===== src/rtl/mem_arb_pkg.sv =====
// Shared definitions for the instruction/data RAM arbiter: FSM encoding,
// port indices and the legal wait-cycle range.
package mem_arb_pkg;

    typedef enum logic [1:0] {
        IDLE   = 2'd0,
        ACCESS = 2'd1,
        DONE   = 2'd2
    } arb_state_t;

    localparam logic PORT_IF   = 1'b0;
    localparam logic PORT_DATA = 1'b1;

    localparam int WAIT_CYC_MIN = 1;
    localparam int WAIT_CYC_MAX = 15;

    // Counter preload for a given access length; out-of-range values are clamped.
    function automatic logic [3:0] wait_cyc_load(input int w);
        if (w < WAIT_CYC_MIN) return 4'd0;
        if (w > WAIT_CYC_MAX) return 4'(WAIT_CYC_MAX - 1);
        return 4'(w - 1);
    endfunction

endpackage


===== src/rtl/mem_bus_arbiter_wait_state_counter.sv =====
// Loadable 4-bit down-counter with a zero flag; times the RAM access window.
module wait_state_counter (
    input  logic       clk_i,
    input  logic       clr_i,
    input  logic       load_i,
    input  logic [3:0] load_val_i,
    input  logic       dec_i,
    output logic       zero_o
);

    logic [3:0] cnt_q;

    always_ff @(posedge clk_i) begin
        if (clr_i) begin
            cnt_q <= 4'd0;
        end else if (load_i) begin
            cnt_q <= load_val_i;
        end else if (dec_i && (cnt_q != 4'd0)) begin
            cnt_q <= cnt_q - 4'd1;
        end
    end

    assign zero_o = (cnt_q == 4'd0);

endmodule


===== src/rtl/mem_bus_arbiter.sv =====
// Two-port MOV/RW/MOC arbiter in front of the single-port RAM.
// Define ARB_RR_EN for round-robin; otherwise the data port has fixed priority.
module mem_bus_arbiter
    import mem_arb_pkg::*;
#(
    parameter int ADDR_W   = 32,
    parameter int DATA_W   = 32,
    parameter int WAIT_CYC = 2
) (
    input  logic              Clk,
    input  logic              Clr,
    input  logic              MOV0,
    input  logic              RW0,
    input  logic [ADDR_W-1:0] Addr0,
    input  logic [DATA_W-1:0] Din0,
    output logic              MOC0,
    input  logic              MOV1,
    input  logic              RW1,
    input  logic [ADDR_W-1:0] Addr1,
    input  logic [DATA_W-1:0] Din1,
    output logic              MOC1,
    output logic [DATA_W-1:0] Dout,
    output logic [1:0]        Grant,
    output logic              ram_en,
    output logic              ram_we,
    output logic [ADDR_W-1:0] ram_addr,
    output logic [DATA_W-1:0] ram_wdata,
    input  logic [DATA_W-1:0] ram_rdata
);

    localparam logic [3:0] CNT_LOAD = wait_cyc_load(WAIT_CYC);

    arb_state_t        state_q;
    logic [1:0]        grant_q;
    logic              moc0_q, moc1_q;
    logic              ram_en_q, ram_we_q;
    logic [ADDR_W-1:0] ram_addr_q;
    logic [DATA_W-1:0] ram_wdata_q;
    logic [DATA_W-1:0] dout_q;

    logic any_req;
    logic winner_d;
    logic granted_mov;
    logic cnt_zero;
    logic start;

    assign any_req     = MOV0 | MOV1;
    assign start       = (state_q == IDLE) && any_req;
    assign granted_mov = grant_q[1] ? MOV1 : MOV0;

`ifdef ARB_RR_EN
    logic rr_q;

    always_comb begin
        winner_d = MOV1 ? PORT_DATA : PORT_IF;
        if (MOV0 && MOV1) winner_d = rr_q;
    end

    // Point at the port that lost (or did not ask) so it wins the next tie.
    always_ff @(posedge Clk) begin
        if (Clr) begin
            rr_q <= PORT_IF;
        end else if (start) begin
            rr_q <= ~winner_d;
        end
    end
`else
    always_comb begin
        winner_d = MOV1 ? PORT_DATA : PORT_IF;
    end
`endif

    wait_state_counter u_wait_cnt (
        .clk_i      (Clk),
        .clr_i      (Clr),
        .load_i     (start),
        .load_val_i (CNT_LOAD),
        .dec_i      (state_q == ACCESS),
        .zero_o     (cnt_zero)
    );

    always_ff @(posedge Clk) begin
        if (Clr) begin
            state_q     <= IDLE;
            grant_q     <= 2'b00;
            moc0_q      <= 1'b0;
            moc1_q      <= 1'b0;
            ram_en_q    <= 1'b0;
            ram_we_q    <= 1'b0;
            ram_addr_q  <= '0;
            ram_wdata_q <= '0;
            dout_q      <= '0;
        end else begin
            case (state_q)
                IDLE: begin
                    if (any_req) begin
                        grant_q     <= (winner_d == PORT_DATA) ? 2'b10 : 2'b01;
                        ram_addr_q  <= (winner_d == PORT_DATA) ? Addr1 : Addr0;
                        ram_wdata_q <= (winner_d == PORT_DATA) ? Din1 : Din0;
                        ram_we_q    <= (winner_d == PORT_DATA) ? ~RW1 : ~RW0;
                        ram_en_q    <= 1'b1;
                        state_q     <= ACCESS;
                    end
                end
                ACCESS: begin
                    if (cnt_zero) begin
                        // ram_we_q still holds the latched direction here.
                        if (!ram_we_q) dout_q <= ram_rdata;
                        ram_en_q <= 1'b0;
                        ram_we_q <= 1'b0;
                        moc0_q   <= grant_q[0];
                        moc1_q   <= grant_q[1];
                        state_q  <= DONE;
                    end
                end
                DONE: begin
                    if (!granted_mov) begin
                        grant_q <= 2'b00;
                        moc0_q  <= 1'b0;
                        moc1_q  <= 1'b0;
                        state_q <= IDLE;
                    end
                end
                default: begin
                    state_q <= IDLE;
                end
            endcase
        end
    end

    assign MOC0      = moc0_q;
    assign MOC1      = moc1_q;
    assign Grant     = grant_q;
    assign ram_en    = ram_en_q;
    assign ram_we    = ram_we_q;
    assign ram_addr  = ram_addr_q;
    assign ram_wdata = ram_wdata_q;
    assign Dout      = dout_q;

endmodule


===== config.mk =====
export PLATFORM = sky130hd
export DESIGN_NAME = mem_bus_arbiter
export DESIGN_NICKNAME = d
export VERILOG_FILES = /design/src/rtl/mem_arb_pkg.sv /design/src/rtl/mem_bus_arbiter_wait_state_counter.sv /design/src/rtl/mem_bus_arbiter.sv
export SDC_FILE = /design/constraint.sdc
export NUM_CORES = 1
export LEC_CHECK = 0
export CORE_MARGIN = 2
export CORE_UTILIZATION = 43
export CTS_CLUSTER_DIAMETER = 50
export DETAILED_ROUTE_END_ITERATION = 8
export PLACE_DENSITY_LB_ADDON = 0.05
export SYNTH_ARGS = -nofsm -noshare
export SYNTH_HDL_FRONTEND = slang
export SYNTH_SLANG_ARGS = --single-unit

===== constraint.sdc =====
create_clock -name Clk -period 3.6 [get_ports Clk]
set_input_delay 0.36 -clock Clk [delete_from_list [all_inputs] [get_ports Clk]]
set_output_delay 0.36 -clock Clk [all_outputs]
set_load 0.01 [all_outputs]

==> Word level (Yosys, flattened, before mapping) <==
Index checks and enable logic that the tools add are counted.
{ "totals": {"output_inout_bits": 102, "input_bits": 166, "ff_bits": 108} }
{ "classes": {"mux": 24, "reduce_logical": 16, "n_bitwise": 4, "addsub": 1, "n_eq_ne": 5} }
{ "ops": {"columns": ["operator", "count"], "rows": [
  ["32-bit two-way mux", 2],
  ["3-bit AND reduction", 5],
  ["1-bit two-way mux", 11],
  ["2-bit two-way mux", 5],
  ["1-bit one-hot mux with 2 select lines", 4],
  ["2-bit nonzero test", 4],
  ["2-bit inequality test, second input constant", 3],
  ["2-bit one-hot mux with 3 select lines", 1],
  ["4-bit zero test", 1],
  ["2-bit one-hot mux with 2 select lines", 1],
  ["4-bit nonzero test", 1],
  ["4-bit by 1-bit subtractor with 4-bit output, second input constant", 1],
  ["1-bit NOT", 3],
  ["2-bit by 1-bit == test with 1-bit output, second input constant", 1],
  ["2-bit == test, second input constant", 1],
  ["1-bit logical AND", 2],
  ["2-bit zero test", 1],
  ["2-bit AND reduction", 1],
  ["2-bit OR reduction", 1],
  ["1-bit bitwise OR", 1]
]} }

==> Longest topological paths before layout <==
Gate-level depths: netlist (run 1).
{ "logic_depth": {"depth_word": 4, "ltp_mapped": 7, "ltp_nobuf": 5} }

==> By module <==
Synthesis (run 1) repeated with hierarchy kept, for this count alone.
{ "hier_totals": {"hier_cells": 509, "hier_area_um2": 4936.0} }
{ "by_module_without_submodules": {"columns": ["module", "cells_each", "area_each_um2", "instances", "seq_area_each_um2"], "rows": [
  ["mem_bus_arbiter", 480, 4673.2, 1, 2082.0],
  ["wait_state_counter", 29, 262.8, 1, 80.1]
]} }

==> Worst setup path before layout (run 1) <==
OpenSTA, ideal clock, no wires.
{ "synth_path": {"kind": "reg2reg", "startpoint": "register u_wait_cnt.cnt_q[0]", "endpoint": "register dout_q[25] (netlist: Dout[25])", "setup_time_ps": 132, "n_path_buf": 2, "slack_ps": 1896, "arrival_ps": 1572, "stages_incl_launch_ff": 8, "required_ps": 3468, "path_cell_list": "dfxtp_1 -> inv_1 -> ha_1 -> or3b_2 -> buf_6 -> buf_2 -> o31ai_1 -> a21oi_1"} }
{ "synth_via": {"elab_chain_cells": 2} }
{ "synth_rtl": {"columns": ["item", "line_no", "rtl"], "rows": [
  ["start, declared", "mem_bus_arbiter_wait_state_counter.sv:11", "logic [3:0] cnt_q;"],
  ["start signal, assigned", "mem_bus_arbiter_wait_state_counter.sv:17", "cnt_q <= load_val_i;"],
  ["start signal, assigned", "mem_bus_arbiter_wait_state_counter.sv:19", "cnt_q <= cnt_q - 4'd1;"],
  ["4-bit zero test", "mem_bus_arbiter_wait_state_counter.sv:23", "assign zero_o = (cnt_q == 4'd0);"],
  ["3-bit AND reduction (no source line)", null, null],
  ["end signal, assigned", "mem_bus_arbiter.sv:108", "if (!ram_we_q) dout_q <= ram_rdata;"],
  ["end, declared", "mem_bus_arbiter.sv:39", "logic [DATA_W-1:0] dout_q;"]
]} }
No other way between the ends.
A chain may end at the register's enable or synchronous reset.

==> Final worst setup path (run 1) <==
{ "layout_path": {"startpoint": "input port MOV0", "endpoint": "register ram_wdata_q[0] (netlist: ram_wdata[0])"} }
{ "layout_via": {"elab_chain_cells": 2} }
{ "layout_rtl": {"columns": ["item", "line_no", "rtl"], "rows": [
  ["start, declared", "mem_bus_arbiter.sv:12", "input logic MOV0,"],
  ["1-bit bitwise OR", "mem_bus_arbiter.sv:47", "assign any_req = MOV0 | MOV1;"],
  ["2-bit AND reduction (no source line)", null, null],
  ["end signal, assigned", "mem_bus_arbiter.sv:99", "ram_wdata_q <= (winner_d == PORT_DATA) ? Din1 : Din0;"],
  ["end, declared", "mem_bus_arbiter.sv:38", "logic [DATA_W-1:0] ram_wdata_q;"]
]} }
No other way between the ends.

==> run metrics, run 1 <==
placeable core region between 10,000 and 15,000 um^2; TritonCTS clock tree yes; critical path endpoint category flop; most frequent cell after synthesis dfxtp_1; worst hold slack around 0.47 ns; Detail Route Antenna Nets 0; # rows 39; max cap viols 0; CP arrival between 2 and 2.5 ns; IO Port Bufs about 270; type of the worst setup path input port to flop; Yosys top cell area share 0.426; Synth Instances 520; largest cells by area after synthesis dfxtp_1 (43%), mux2i_1 (13%), a21oi_1 (10%); die area around 13,000 um^2; clk root buf clkbuf_16; DR vias/cell 5.59; setup bufs post-CTS 0; ant diodes 0; largest net degree at the start of global routing between 80 and 90; Sink Count around 110; hpwl dp approximately 11 mm; P&R area growth vs syn 57.6%; hold worst-path end Dout[27]; DRT Pass-1 Iters 5; WL per Instance about 17 um; CTS hold repair buffers 0; RSZ-0062 raised after global routing false; #FFs+latches synth around 110; skew final ~0.011 ns; CTS Buf Count 9; P_leak between 2 and 3 nW; CTS max path bufs 2; crit path max fanout 41; Synth top cells by count dfxtp_1 (108), a21oi_1 (102), mux2i_1 (68); footprint of the multi-input gates 2580 um^2; Max Fclk approximately 460 MHz; fin. max-slew vios 0; H-tree levels 3; layout cell share with drive strength beyond 1 0.0712; worst-margin pin slew 0.972 ns; drc violations 0; setup tns final 0 ns; Initial Utilization 0.442; post-synthesis sequential area ratio 0.426; reg2reg path depth 5; overall global routing resource usage 0.235; final period utilization 0.609; global-route wire length before repair roughly 24 mm; Final nets just over 900; vias in the first global route 4,887; CTS clk-pin slew, worst paths ~0.070 ns; Filler cells 923; worst reg2reg path startpoint u_wait_cnt.cnt_q[0]; Total Wirelength 15.5 mm; GRT overflow 0; crit path launch type input port; Worst Path Required roughly 3.8 ns; Placed Area between 7000 and 8000 um^2; Synth Warn # 0; post-route cell area 7990 um^2; Main synth FF type dfxtp_1; Tot Pwr between 3 and 4 mW; number of I/O pins 268; Worst R2R Setup Slack ~1.5 ns; pwr dens ~460 nW/um^2; min-delay src Dout[27]; Post-synth EDFFs 0; Reg-to-Reg End ram_we; Die H between 100 and 150 um; Max IR drop VDD roughly 0.00035 V; sequential cell area 2160 um^2; status complete, no violations; Slew headroom 0.352; GP Congestion ~0.75; Min Clock Period, post-route roughly 2.2 ns; Final Hold Violating Endpoints 0; Cell Area, Synth approximately 5100 um^2; Setup violations, final 0; post-CTS sizing 0; via count 4,960; chip width ~110 um; Avg Cell Area, Syn slightly below 10 um^2; Hold Path Cell Cnt 2; fraction of registers with async set/reset 0; post-synthesis net count a little under 700; insertion delay to the later sink of the worst-skew pair about 0.34 ns; Cell variety after synth 34; cell accounting for the most synthesized area dfxtp_1; initial antenna violation count 0; drt first-iter violations 324; HP Class flop to flop
kinds of logic after synthesis:
group / after synthesis / synth area share
AO/OA/AOI/OAI: 214 / 0.285
adder cells (fa/ha/maj): 2 / 0.00494
buffers and inverters: 73 / 0.0674
flip-flops: 108 / 0.426
multiplexers: 68 / 0.134
AND/OR/NAND/NOR: 55 / 0.0819
per-stage QoR:
stage | std cells | worst slack (ns) | utilization
final | 887 | 1.41 | 0.697
after global routing | 887 | 1.27 | 0.697
after CTS | 887 | 1.43 | 0.697
after detailed placement | 871 | 1.10 | 0.670
after global placement | 871 | 1.15 | 0.670
after floorplan | 520 | 1.90 | -
critical path, cell delays in order:
cell,delay (ns)
clkdlybuf4s50_1,0.55
or2_2,0.15
and2_2,0.66
buf_4,0.50
a211oi_1,0.14
placed cells by master, fill, tap and decap left out, types with 4 or more instances in the layout:
| master | count |
|---|---|
| mux2i_1 | 68 |
| a21oi_1 | 102 |
| nand3_1 | 4 |
| nand4b_1 | 32 |
| a211oi_2 | 20 |
| inv_1 | 5 |
| dfxtp_1 | 108 |
| clkbuf_16 | 9 |
| clkdlybuf4s50_1 | 265 |
| o31ai_1 | 32 |
| a211oi_1 | 47 |
| o21ai_0 | 7 |
| buf_4 | 11 |
metal layers:
metal  global-route usage  up-vias  share of wire
li1                     -     2419              -
met1                0.274     2307           0.38
met2                0.416      206           0.52
met3               0.0589       28          0.076
met4               0.0854        0          0.026
met5                    0        -              0
layout make-up:
class	instances	area share
flip-flops and latches	108	0.271
repair buffers	276	0.342
clock inverters	4	0.00924
well taps	143	0.0224
clock buffers	12	0.0296
multi-input cells	339	0.323
inverters	5	0.00235
flip-flops by register name (all words and copies together) (netlist names):
register,cells
Dout,32
MOC1,1
ram_en,1
u_wait_cnt.cnt_q,4
MOC0,1
ram_addr,32
ram_we,1
ram_wdata,32
Grant,2
state_q,2
worst max path at each step:
stage                    endpoint  depth (start not counted)  slack, ns                 from
floorplan                Dout[25]                          7       1.90  u_wait_cnt.cnt_q[0]
global placement     ram_addr[30]                          5       1.15                 MOV0
detailed placement   ram_addr[27]                          5       1.10                 MOV0
CTS                 ram_wdata[23]                          5       1.43                 MOV0
global route         ram_wdata[0]                          5       1.27                 MOV0
finish               ram_wdata[0]                          5       1.41                 MOV0
where the power goes:
group | internal [mW] | switching (mW)
logic | 0.608 | 0.576
clock network | 0.611 | 0.420
registers | 1.35 | 0.0905
No activity file was read; power rests on OpenSTA's default activity.
==> run 2, diff against run 1 <==
Settings changed: CORE_UTILIZATION 43 to 36.
Clock period 3.6 ns to 1.8 ns, I/O delays scaled along.
==> run 2 against run 1 <==
Against the previous run:
- clock power up 87%
- combinational power increased by 110%
- cell count increased by 5.2%
- register-to-register slack got worse by 1.4 ns
- sequential power rose by 99%
- via count is 0.22% lower
- wire length increased by 1.5%
- critical path depth rose by 1
- first-iteration DRC count is 23% lower
- critical endpoint is now Dout[14]
- cell area is 2.4% higher
==> run metrics, run 2 (synthesized netlist as in run 1, its figures left out) <==
status complete, no violations; H-tree levels 3; die area around 15,000 um^2; worst-path cell chain inv_1, ha_1, or3b_4, buf_12, o31ai_1, a21oi_1; Max Fclk around 590 MHz; Setup violations, final 0; max cap viols 0; # rows 43; post-route cell area 8180 um^2; drc violations 0; busiest layer in global routing met2; Clk pwr share 0.264; type of the worst setup path flop to flop; met2 Resource Use GR 0.351; final period utilization 0.937; P&R area growth vs syn 61.4%; vias in the first global route approximately 4,800; most frequent cells in the layout clkdlybuf4s50_1 (265), dfxtp_1 (108), a21oi_1 (102); Initial Utilization 0.367; Die H 123 um; CTS hold repair buffers 0; Worst R2R Setup Slack around 0.11 ns; WL per Instance approximately 17 um; HP Class input port to flop; RSZ-0062 raised after global routing false; GRT met3 Usage 0.0497; worst-margin pin slew between 0.6 and 0.7 ns; pwr dens 893 nW/um^2; CTS clk-pin slew, worst paths 0.07 ns; Max IR drop VDD approximately 0.00046 V; Sink Count about 110; Critical Path Slowest Stage Cell or3b_4; clk root buf clkbuf_16; commonest non-fill, non-tap cell in the layout clkdlybuf4s50_1; Min Clock Period, post-route 1.69 ns; DRT Pass-1 Iters 6; placeable core region about 14,000 um^2; DR vias/cell between 5 and 6; cell count after placement slightly above 900; Power Internal about 5 mW; global-route wire length before repair approximately 24 mm; Switch Pwr between 2 and 2.5 mW; Sequential Power Share 0.392; fin util 0.592; CTS max path bufs 2; hpwl dp 11.2 mm; TritonCTS clock tree yes; skew final 0.00450 ns; drt first-iter violations approximately 250; Worst Path Required roughly 2.0 ns; Slew headroom 0.553; largest net degree at the start of global routing 72; ant diodes 0; P_leak 2.99 nW; Final Non-Filler Cells between 900 and 1,000; combinational power share 0.344; Total Wirelength 15.8 mm; crit path launch type flop; sw frac 0.297; fin. max-slew vios 0; Detail Route Antenna Nets 0; CTS Buf Count 9; GRT overflow 0; Final Hold Violating Endpoints 0; Largest stage delay, worst path 0.43 ns; via count slightly below 5,000; initial antenna violation count 0; IO Port Bufs 267; met1 Resource Use GR 0.233; chip width between 100 and 150 um; layout cell share with drive strength beyond 1 0.0823; crit path max fanout 22; critical path endpoint category flop; overall global routing resource usage 0.201; GP Congestion approximately 0.77; number of I/O pins roughly 270; Placed Area 7890 um^2; insertion delay to the later sink of the worst-skew pair ~0.34 ns; CP arrival approximately 1.9 ns; Final nets between 900 and 1,000
## run 2: changes by cell type in the layout (fill, tap and decap cells not counted)
cell,change
buf_4,+3
clkbuf_8,+1
buf_12,+7
or3b_4,+1
bufinv_16,-1
or3b_2,-1
nor3b_2,-1
nor3b_4,+1
clkinv_4,-1
## run 2: per-layer routing
layer / routed length, um / part of all wire
met5: 0 / 0
met4: 416 / 0.026
met3: 1110 / 0.070
met2: 7820 / 0.50
met1: 6400 / 0.41
## run 2: power groups by stage
stage / sequential (mW) / clock, mW / combinational (mW)
4_1_cts: 2.86 / 1.98 / 2.53
2_1_floorplan: 3.03 / 0 / 1.13
6_report: 2.86 / 1.93 / 2.51
3_3_place_gp: 2.90 / 0 / 2.47
3_5_place_dp: 2.91 / 0 / 2.52
5_1_grt: 2.90 / 2.08 / 2.71
## run 2: area by class of cell
cell class,instances,area [um^2]
timing repair buffer,286,2900
inverter,5,18.8
clock inverter,2,35.0
fill,1174,5650
multi-input combinational,339,2590
tap,180,225
sequential,108,2160
clock buffer,13,250
## run 2: timing repair
item,4_1_cts,5_1_grt
endpoints found under the hold margin,0,0
gates cloned,0,0
gates resized for setup,1,1
setup buffers,0,0
endpoints found under the setup margin,4,12
## run 2: stage by stage
stage	worst slack, ns	hold slack, ns	power, mW	TNS (ns)
after floorplan	0.0959	0.345	4.15	0
after global placement	0.0154	0.454	5.38	0
after detailed placement	-0.0712	0.459	5.44	-2.05
after CTS	0.0885	0.317	7.38	0
after global routing	0.00255	0.350	7.69	0
final	0.114	0.329	7.30	0
## run 2: worst max-delay path, delay by kind of cell (launching register included)
family | cells | cell delay, ns
adders and majority gates | 1 | 0.17
AOI/OAI and AO/OA | 2 | 0.36
buffers and inverters | 2 | 0.28
and+or+nand+nor | 1 | 0.43
DFF | 1 | 0.33
## run 2: worst paths after layout
| check | start | to | cells after the start |
|---|---|---|---|
| max | u_wait_cnt.cnt_q[0] | Dout[14] | 6 |
| min | Clr | Dout[18] | 2 |
| max reg2reg | u_wait_cnt.cnt_q[0] | Dout[14] | 6 |
| min reg2reg | Dout[0] | Dout[0] | 2 |
==> run 3, diff against run 2 <==
Settings changed: CAP_MARGIN set to 25.
==> results of run 3 <==
Same layout as run 2: the final DEF is identical, and so are final timing and power.
